`src/rtl/regfile_sb.sv`:
```
// regfile_sb: parametrised 2-read/1-write register file with a per-register
// pending-write scoreboard.
//
// Reads are registered (one cycle from address to data) and forward a
// same-cycle write. The scoreboard marks registers whose result is still in
// flight. A read that touches one of them raises `hazard` and is not taken.
//
// Ports:
//   clk        system clock, rising edge
//   reset      asynchronous, active-high reset
//   w_en       write enable
//   w_addr     write destination
//   w_in       write data
//   rd_en      read request; both read ports are sampled this cycle
//   rd0_addr   read port 0 source
//   rd1_addr   read port 1 source
//   lock_en    mark lock_addr as pending
//   lock_addr  register to lock
//   op0, op1   registered read data
//   op_valid   op0/op1 were loaded by a hazard-free read on the previous edge
//   hazard     combinational; the current read request hits a pending register
//   pending    scoreboard, bit i = register i pending
module regfile_sb #(
  parameter int WIDTH    = 16,
  parameter int DEPTH    = 8,
  parameter int ADDR_W   = 3,
  parameter int ZERO_REG = 0
) (
  input  logic              clk,
  input  logic              reset,
  input  logic              w_en,
  input  logic [ADDR_W-1:0] w_addr,
  input  logic [WIDTH-1:0]  w_in,
  input  logic              rd_en,
  input  logic [ADDR_W-1:0] rd0_addr,
  input  logic [ADDR_W-1:0] rd1_addr,
  input  logic              lock_en,
  input  logic [ADDR_W-1:0] lock_addr,
  output logic [WIDTH-1:0]  op0,
  output logic [WIDTH-1:0]  op1,
  output logic              op_valid,
  output logic              hazard,
  output logic [DEPTH-1:0]  pending
);

  if ((DEPTH < 2) || (DEPTH > (1 << ADDR_W))) begin : g_bad_params
    $error("regfile_sb: DEPTH must be in 2..2**ADDR_W");
  end

  // An address is legal when it names a real register that is not the
  // hardwired zero register.
  function automatic logic is_legal(input logic [ADDR_W-1:0] a);
    return (int'(a) < DEPTH) && !((ZERO_REG != 0) && (a == '0));
  endfunction

  logic [WIDTH-1:0] regs [DEPTH];

  logic             wr_ok;
  logic             lock_ok;
  logic             fwd0, fwd1;
  logic             hz0, hz1;
  logic [WIDTH-1:0] rd0_val, rd1_val;

  // NOTE: every signal driven here gets a default first, so no path through
  // the block leaves a value unassigned and no latch is inferred.
  always_comb begin
    wr_ok   = w_en && is_legal(w_addr);
    lock_ok = lock_en && is_legal(lock_addr);
    fwd0    = wr_ok && (w_addr == rd0_addr);
    fwd1    = wr_ok && (w_addr == rd1_addr);
    rd0_val = '0;
    rd1_val = '0;
    hz0     = 1'b0;
    hz1     = 1'b0;

    if (is_legal(rd0_addr)) begin
      rd0_val = fwd0 ? w_in : regs[rd0_addr];
      // A write landing this cycle delivers the awaited result, so it clears
      // the hazard as well as supplying the data.
      hz0     = pending[rd0_addr] && !fwd0;
    end
    if (is_legal(rd1_addr)) begin
      rd1_val = fwd1 ? w_in : regs[rd1_addr];
      hz1     = pending[rd1_addr] && !fwd1;
    end

    hazard = rd_en && (hz0 || hz1);
  end

  // NOTE: the register array has to come up as zero, so it is reset like any
  // other state; this rules out a RAM macro but keeps reads deterministic.
  always_ff @(posedge clk or posedge reset) begin
    if (reset) begin
      for (int i = 0; i < DEPTH; i++) regs[i] <= '0;
    end else if (wr_ok) begin
      // NOTE: sequential state uses non-blocking assignments so every
      // register samples pre-edge values regardless of block order.
      regs[w_addr] <= w_in;
    end
  end

  // Scoreboard. The lock assignment comes second so that a lock and a write
  // to the same register on one edge leave it pending.
  always_ff @(posedge clk or posedge reset) begin
    if (reset) begin
      pending <= '0;
    end else begin
      if (wr_ok)   pending[w_addr]    <= 1'b0;
      if (lock_ok) pending[lock_addr] <= 1'b1;
    end
  end

  // Output registers hold their data whenever the read is not taken.
  always_ff @(posedge clk or posedge reset) begin
    if (reset) begin
      op0      <= '0;
      op1      <= '0;
      op_valid <= 1'b0;
    end else if (rd_en && !hazard) begin
      op0      <= rd0_val;
      op1      <= rd1_val;
      op_valid <= 1'b1;
    end else begin
      op_valid <= 1'b0;
    end
  end

endmodule

```
`config.mk`:
```
export PLATFORM = sky130hd
export DESIGN_NAME = regfile_sb
export DESIGN_NICKNAME = d
export VERILOG_FILES = /design/src/rtl/regfile_sb.sv
export SDC_FILE = /design/constraint.sdc
export NUM_CORES = 1
export LEC_CHECK = 0
export BUFFER_PORTS_ARGS = -buffer_cell sky130_fd_sc_hd__buf_2
export CAP_MARGIN = 20
export CORE_ASPECT_RATIO = 1.5
export CORE_MARGIN = 2
export CORE_UTILIZATION = 45
export DETAILED_ROUTE_END_ITERATION = 8
export GPL_ROUTABILITY_DRIVEN = 0
export PLACE_DENSITY = 0.64
export SETUP_SLACK_MARGIN = 0.02
export SYNTH_ARGS = -nofsm -noshare
export SYNTH_HDL_FRONTEND = slang
export SYNTH_SLANG_ARGS = --single-unit
```
`constraint.sdc`:
```
create_clock -name clk -period 15.35 [get_ports clk]
set_input_delay 1.535 -clock clk [delete_from_list [all_inputs] [get_ports clk]]
set_output_delay 1.535 -clock clk [all_outputs]
set_load 0.01 [all_outputs]
```
==> flow_summary_export.csv, run 1 <==
group,metric,value,unit
floorplan,core,0.0192,mm2
synthesis,synth_cell_type_count,27,
detailed_routing,vias,5561,
worst_setup_path,crit_type,"input port to output pin",
floorplan,rows,62,
cts,h-tree-depth,4,
final_layout,final_util,51.8,%
hold_path,worstHoldStart,"op0[11]",
floorplan,die_w,118,um
detailed_routing,wl_per_cell,22.9,um
worst_setup_path,cp_data_arrival_time,3480,ps
global_routing,grt_max_degree,88,
final_layout,final_cell_mix,"dfrtp_1 (169), mux2_2 (130), buf_2 (74), mux4_2 (68), nand2_1 (39)",
worst_setup_path,crit_fanout,35,
hold_path,whs_path_depth,1,
synthesis,ys_warn_count,0,
sta,slew_viol_final,0,
pwr,power.density,145,mW/mm2
cts,cts-root-buf,"clkbuf_16",
final_layout,final_common_cell,"dfrtp_1",
sta,period_share,32.7,%
cts,clkSlewWorstSetupHoldPaths,60,ps
worst_setup_path,rr_worst_depth,5,
final_layout,layout.nets,682,
cts,clk-insertion-delay-late,420,ps
final_layout,seq_area,0.00423,mm2
synthesis,ys_ff_latch,169,
sta,worst_pin_slew,1030,ps
place,hpwl,13100,um
run_status,status,"completed",
cts,cts_resized,0,
final_layout,multi_input_area,0.00427,mm2
sta,min_period,5010,ps
floorplan,dieArea,0.0207,mm2
sta,finalSetupTns,0,ps
worst_setup_path,crit_path_start,"rd1_addr[0]",
cts,cts_max_path_buffers,2,
sta,rsz0062_at_grt,"false",
detailed_routing,ant_nets,0,
final_layout,drive_gt1_share,49.1,%
cts,cts_tree,"done",
pwr,vdd_ir_drop_max,0.0675,mV
worst_setup_path,endpoint_kind,"output pin",
final_layout,diodes,0,
synthesis,postSynthCellCount,604,
global_routing,grt_first_pass_wirelength,33700,um
synthesis,netlist_area,0.00880,mm2
detailed_routing,totalWireLength,21000,um
sta,setup_ws,10340,ps
worst_setup_path,crit_required,13820,ps
detailed_routing,vias_per_cell,6.06,
global_routing,grt.total_usage,21.3,%
synthesis,synth_area_per_cell,14.6,um2
cts,ctsHoldBuffers,0,
sta,hold_viol_final,0,
cts,cts_sinks,169,
sta,finalHoldWorstSlack,487,ps
synthesis,syn_nets,637,
cts,cts_buffers,17,
pwr,power.leakage,4.26,nW
hold_path,hold_path.class,"flop to flop",
detailed_routing,drc_errors,0,
place,portBuffers,74,
sta,max_freq,0.200,GHz
global_routing,antenna_found_initial,0,
global_routing,grt-ovfl-total,0,
sta,max-slew-margin-rel,31.0,%
floorplan,ios,75,
floorplan,start_util,45.9,%
floorplan,die_y,175,um
final_layout,fillCellCount,1620,
sta,setup_viol,0,
worst_setup_path,r2r-start,"pending[3]",
global_routing,grt_pass1_vias,6040,
worst_setup_path,start_kind,"input port",
sta,finalClockSkew,9.79,ps
detailed_routing,firstDrtPassIters,4,
cts,cts_setup_buffers,0,
synthesis,seq_area_frac_synth,48.1,%
detailed_routing,drtIter0Drc,287,
final_layout,areaGrowthSynthToFinish,12.8,%
run,drv_cap,0,
place,place_worst_setup_slack,10300,ps
## synth_stat cells
library cell,n,area [um2]
nor3_2,1,10.0
buf_4,1,7.51
mux4_2,68,1530
nand2b_1,4,25.0
buf_1,20,75.1
inv_1,6,22.5
inv_2,1,3.75
clkbuf_1,31,116
o32ai_1,2,17.5
dfrtp_1,169,4230
nand2_1,39,146
nand4b_1,3,26.3
mux2i_1,32,320
a32o_1,32,320
xnor2_1,6,52.6
a22oi_2,1,12.5
a221o_1,1,10.0
buf_2,8,40.0
o21ai_0,4,20.0
o22ai_1,2,12.5
buf_6,4,45.0
o21a_1,32,240
mux2_2,130,1460
nor3b_2,2,25.0
nand4_1,3,18.8
nor2_1,1,3.75
nor3_1,1,5.00
## final timing paths
path                             end  slack, ps
hold reg to reg              op0[11]        490
setup reg to reg              op0[5]      13090
min in group asynchronous    regs[0]       1250
max in group asynchronous  regs[101]      12810
setup / recovery              hazard      10340
hold / removal               op0[11]        490
## where the power goes
group          leakage, nW  internal (mW)  total (mW)  switching (mW)
clock network        0.265          0.228       0.413           0.185
logic                 1.95          0.219       0.381           0.162
registers             2.04          0.566       0.645          0.0790
total                 4.26           1.01        1.44           0.426
## logic make-up after synthesis
| group | synth area share [%] |
|---|---|
| mux | 37.7 |
| flops | 48.1 |
| compound gates | 7.19 |
| buf+inv | 3.53 |
| simple gates | 2.96 |
| xor+xnor | 0.597 |
## metal layers
metal	share of wire (%)	vias up	wire, um	global-route usage (%)
li1	-	2410	-	-
met1	38	2955	7950	25.2
met2	55	165	11600	38.5
met3	5.2	31	1090	3.64
met4	2.0	0	427	7.88
met5	0	-	0	0
## cell type report
class / count / area share, %
multi-input combinational: 364 / 43.0
sequential: 169 / 42.6
timing repair buffer: 90 / 5.14
clock buffer: 19 / 4.36
tap: 256 / 3.23
clock inverter: 13 / 1.36
inverter: 7 / 0.315
## worst max-delay path, cell delays in order
cell and delay (ps):
buf_2 70, buf_4 570, mux4_2 590, mux2_2 300, a22oi_2 200, nor2_1 60, buf_2 130
## sequential cells by signal (all words and copies together) (netlist names)
name and count:
op_valid 1, op0 16, op1 16, regs 128
pending 8
## through the flow
stage | cells | power (mW) | cell area [um2]
global placement | 885 | 1.01 | 9330
finish | 918 | 1.44 | 9930
global route | 918 | 1.52 | 9930
detailed placement | 885 | 1.04 | 9330
floorplan | 604 | 0.914 | 8800
CTS | 917 | 1.45 | 9900
(Power assumes the default switching activity.)
==> run 2, diff against run 1 <==
clock period = 4.99 ns   (was 15.35 ns; I/O delays follow)
==> flow_summary_export.csv, run 2 (synthesis gave the netlist of run 1 again) <==
group,metric,value,unit
run,drv_cap,0,
worst_setup_path,crit_top_cell,"buf_2",
sta,max-slew-margin-rel,36.7,%
final_layout,top_register,"regs",
sta,max_freq,0.353,GHz
floorplan,core,0.0192,mm2
cts,clk-insertion-delay-late,420,ps
global_routing,grt_pass1_vias,6142,
global_routing,grt.total_usage,21.7,%
floorplan,dieArea,0.0207,mm2
final_layout,diodes,0,
hold_path,hold_path.class,"input port to async pin",
worst_setup_path,worstPathCellList,"buf_2 > mux4_2 > mux2_2 > a22oi_2 > nor2_1 > buf_2",
worst_setup_path,crit_fanout,18,
worst_setup_path,path_depth,6,
worst_setup_path,crit_type,"input port to output pin",
final_layout,areaGrowthSynthToFinish,13.5,%
sta,rsz0062_at_grt,"false",
worst_setup_path,path_buf_inv,2,
sta,slew_viol_final,0,
global_routing,grt-ovfl-total,0,
sta,worst_pin_slew,949,ps
worst_setup_path,slowest_stage,"mux4_2",
cts,h-tree-depth,4,
detailed_routing,vias,5647,
detailed_routing,drtIter0Drc,442,
floorplan,die_y,175,um
sta,setup_viol,0,
sta,finalSetupTns,0,ps
cts,cts_resized,0,
global_routing,grt_first_pass_wirelength,34300,um
cts,cts_tree,"done",
detailed_routing,wl_per_cell,23.5,um
cts,cts_sinks,169,
worst_setup_path,endpoint_kind,"output pin",
floorplan,ios,75,
detailed_routing,firstDrtPassIters,4,
cts,cts_max_path_buffers,2,
global_routing,use_met1,25.3,%
place,portBuffers,74,
detailed_routing,ant_nets,0,
pwr,power.density,456,mW/mm2
sta,finalClockSkew,8.19,ps
pwr,vdd_ir_drop_max,0.224,mV
final_layout,drive_gt1_share,49.5,%
worst_setup_path,slowest_delay,590,ps
final_layout,multi_input_area,0.00427,mm2
worst_setup_path,start_kind,"input port",
final_layout,final_common_cell,"dfrtp_1",
pwr,power.leakage,4.31,nW
global_routing,use_met2,39.8,%
final_layout,layout.nets,684,
worst_setup_path,crit_required,4490,ps
detailed_routing,totalWireLength,21600,um
global_routing,grt_max_degree,170,
sta,min_period,2830,ps
global_routing,grt-busiest-layer,"met2",
place,hpwl,13400,um
cts,clkSlewWorstSetupHoldPaths,70,ps
detailed_routing,vias_per_cell,6.14,
final_layout,largest_reg_flops,128,
cts,cts_buffers,17,
final_layout,final_cell_mix,"dfrtp_1 (169), mux2_2 (130), buf_2 (74), mux4_2 (68), nand2_1 (39)",
worst_setup_path,rr_worst_depth,5,
cts,cts-root-buf,"clkbuf_16",
worst_setup_path,cp_data_arrival_time,2340,ps
cts,cts_setup_buffers,0,
sta,period_share,56.8,%
floorplan,rows,62,
sta,hold_viol_final,0,
final_layout,final_util,52.2,%
global_routing,antenna_found_initial,0,
final_layout,seq_area,0.00423,mm2
global_routing,gr-usage-met3,3.80,%
floorplan,die_w,118,um
final_layout,fillCellCount,1633,
detailed_routing,drc_errors,0,
worst_setup_path,crit_family,"multiplexers",
run_status,status,"completed",
cts,ctsHoldBuffers,0,
final_layout,biggestRegsByFlops,"regs: 128 flops, op0: 16 flops, op1: 16 flops",
floorplan,start_util,45.9,%
-- run 2: layout make-up --
type / count / area share, %
Multi-Input combinational cell: 364 / 42.7
Sequential cell: 169 / 42.3
Timing Repair Buffer: 92 / 5.22
Clock buffer: 18 / 4.39
Tap cell: 256 / 3.21
Clock inverter: 14 / 1.87
Inverter: 7 / 0.300
-- run 2: worst min-delay path, delay by kind of cell --
| family | cells | cell delay [ps] |
|---|---|---|
| buf+inv | 3 | 740 |
-- run 2: metal layers --
metal / up-vias / part of all wire (%)
met4: 0 / 2.3
met2: 180 / 55
li1: 2421 / -
met3: 39 / 4.0
met5: - / 0
met1: 3007 / 39
-- run 2: worst paths after layout --
| kind | startpoint | to | slack [ps] |
|---|---|---|---|
| max in group asynchronous | reset | regs[97] | 3970 |
| setup reg to reg | pending[7] | op0[7] | 2780 |
| hold reg to reg | op1[11] | op1[11] | 480 |
| setup / recovery | rd1_addr[0] | hazard | 2160 |
| hold / removal | reset | op1[9] | 300 |
| min in group clk | lock_addr[1] | pending[1] | 340 |
-- run 2: report_power, final --
| group | switching (mW) | internal, mW | total [mW] | leakage (nW) |
|---|---|---|---|---|
| clock network | 0.577 | 0.817 | 1.39 | 0.306 |
| registers | 0.252 | 1.74 | 1.99 | 2.04 |
| logic | 0.495 | 0.672 | 1.17 | 1.96 |
| total | 1.32 | 3.23 | 4.55 | 4.31 |
-- run 2: through the flow --
stage / cell area [um2] / power (mW) / worst slack, ps / instances / hold WS [ps]
4_1_cts: 9980 / 4.59 / 2150 / 919 / 319
3_5_place_dp: 9360 / 3.19 / 2050 / 887 / 478
5_1_grt: 9990 / 4.80 / 2050 / 920 / 337
2_1_floorplan: 8800 / 2.81 / 2340 / 604 / 491
6_report: 9990 / 4.55 / 2160 / 920 / 297
3_3_place_gp: 9360 / 3.13 / 2080 / 887 / 472
==> run 3, diff against run 2 <==
PLACE_DENSITY = 0.66   (was 0.64)
clock period = 2.45 ns   (was 4.99 ns; I/O delays follow)
==> flow_summary_export.csv, run 3 (synthesis gave the netlist of run 1 again) <==
group,metric,value,unit
hold_path,worstHoldStart,"lock_addr[2]",
cts,h-tree-depth,4,
global_routing,use_met2,40.0,%
sta,slew_viol_final,0,
global_routing,grt-busiest-layer,"met2",
place,place_worst_setup_slack,185,ps
final_layout,final_common_cell,"dfrtp_1",
floorplan,dieArea,0.0207,mm2
place,portBuffers,74,
pwr,vdd_ir_drop_max,0.479,mV
sta,setup_viol,0,
global_routing,gr-usage-met3,3.25,%
global_routing,grt_pass1_vias,6220,
final_layout,diodes,0,
cts,cts-root-buf,"clkbuf_16",
sta,setup_ws,66.0,ps
global_routing,antenna_found_initial,0,
global_routing,use_met1,27.3,%
final_layout,final_cell_mix,"dfrtp_1 (169), mux2_2 (129), buf_2 (74), mux4_2 (68), nand2_1 (39)",
detailed_routing,drtIter0Drc,349,
place,hpwl,14000,um
detailed_routing,wl_per_cell,23.2,um
worst_setup_path,crit_path_start,"pending[0]",
worst_setup_path,crit_type,"flop to output pin",
global_routing,grt_max_degree,60,
sta,finalSetupTns,0,ps
worst_setup_path,crit_required,2200,ps
worst_setup_path,endpoint_kind,"output pin",
detailed_routing,ant_nets,0,
cts,cts_max_path_buffers,2,
detailed_routing,totalWireLength,21800,um
worst_setup_path,cp_data_arrival_time,2140,ps
final_layout,drive_gt1_share,50.9,%
floorplan,rows,62,
sta,max_freq,0.419,GHz
floorplan,die_w,118,um
sta,min_period,2380,ps
cts,cts_sinks,169,
final_layout,layout.nets,704,
final_layout,top_register,"regs",
floorplan,core,0.0192,mm2
floorplan,die_y,175,um
worst_setup_path,r2r-start,"pending[0]",
pwr,power.density,912,mW/mm2
global_routing,grt-ovfl-total,0,
pwr,total_power,9.34,mW
sta,hold_viol_final,0,
final_layout,largest_reg_flops,128,
global_routing,grt_first_pass_wirelength,35500,um
hold_path,hold_path.class,"input port to flop",
floorplan,start_util,45.9,%
sta,max-slew-margin-rel,57.6,%
sta,finalClockSkew,11.6,ps
pwr,power.leakage,4.43,nW
run,drv_cap,0,
sta,worst_pin_slew,632,ps
cts,clk-insertion-delay-late,430,ps
floorplan,ios,75,
detailed_routing,vias,5695,
detailed_routing,drc_errors,0,
detailed_routing,firstDrtPassIters,4,
worst_setup_path,crit_fanout,4,
run_status,status,"completed",
sta,rsz0062_at_grt,"false",
sta,period_share,97.3,%
cts,cts_buffers,17,
cts,cts_tree,"done",
cts,clkSlewWorstSetupHoldPaths,60,ps
detailed_routing,vias_per_cell,6.06,
final_layout,areaGrowthSynthToFinish,16.4,%
final_layout,biggestRegsByFlops,"regs: 128 flops, op0: 16 flops, op1: 16 flops",
worst_setup_path,start_kind,"flop",
global_routing,grt.total_usage,22.5,%
-- run 3: routing by layer --
metal,wire [um],share of wire (%)
met1,8590,39
met2,11800,54
met3,782,3.6
met4,672,3.1
met5,0,0
-- run 3: what timing repair did --
action	in CTS	in global routing
buffers inserted	1	5
endpoints found under the setup margin	1	1
resized for setup	0	2
pin swaps	1	1
endpoints found under the hold margin	113	0
hold buffers	1	0
-- run 3: worst paths after layout --
| path | to | slack, ps | cells past startpoint |
|---|---|---|---|
| worst max-delay path | hazard | 70 | 6 |
| worst min-delay path | pending[0] | 80 | 2 |
| worst max register to register | op1[6] | 240 | 5 |
| worst min register to register | op1[13] | 490 | 1 |
| max in group asynchronous | regs[96] | 1470 | 5 |
| min in group asynchronous | regs[121] | 490 | 4 |
-- run 3: layout make-up --
class                           instances  area (um2)
Clock buffer                           19         453
Clock inverter                         13         155
Fill cell                            1598        8920
Inverter                                7        30.0
Multi-Input combinational cell        364        4270
Sequential cell                       169        4230
Tap cell                              256         320
Timing Repair Buffer                  112         787
-- run 3: power by group --
part | switching [mW] | internal [mW] | leakage, nW
logic | 1.04 | 1.45 | 2.09
clock network | 1.20 | 1.59 | 0.295
registers | 0.524 | 3.55 | 2.04
-- run 3: per-stage QoR --
stage	hold slack (ps)	cells	area (um2)	util (%)
after floorplan	355	604	8800	-
after global placement	406	901	9570	50.0
after detailed placement	409	901	9570	50.0
after CTS	64.4	935	10200	53.2
after global routing	79.9	940	10200	53.5
final	81.3	940	10200	53.5
-- run 3: worst max-delay path: stages, from the launching register on --
cell and delay (ps):
dfrtp_1 420, mux4_2 470, mux2_4 300, a22oi_2 230, buf_6 130, nor2_1 40
buf_2 140
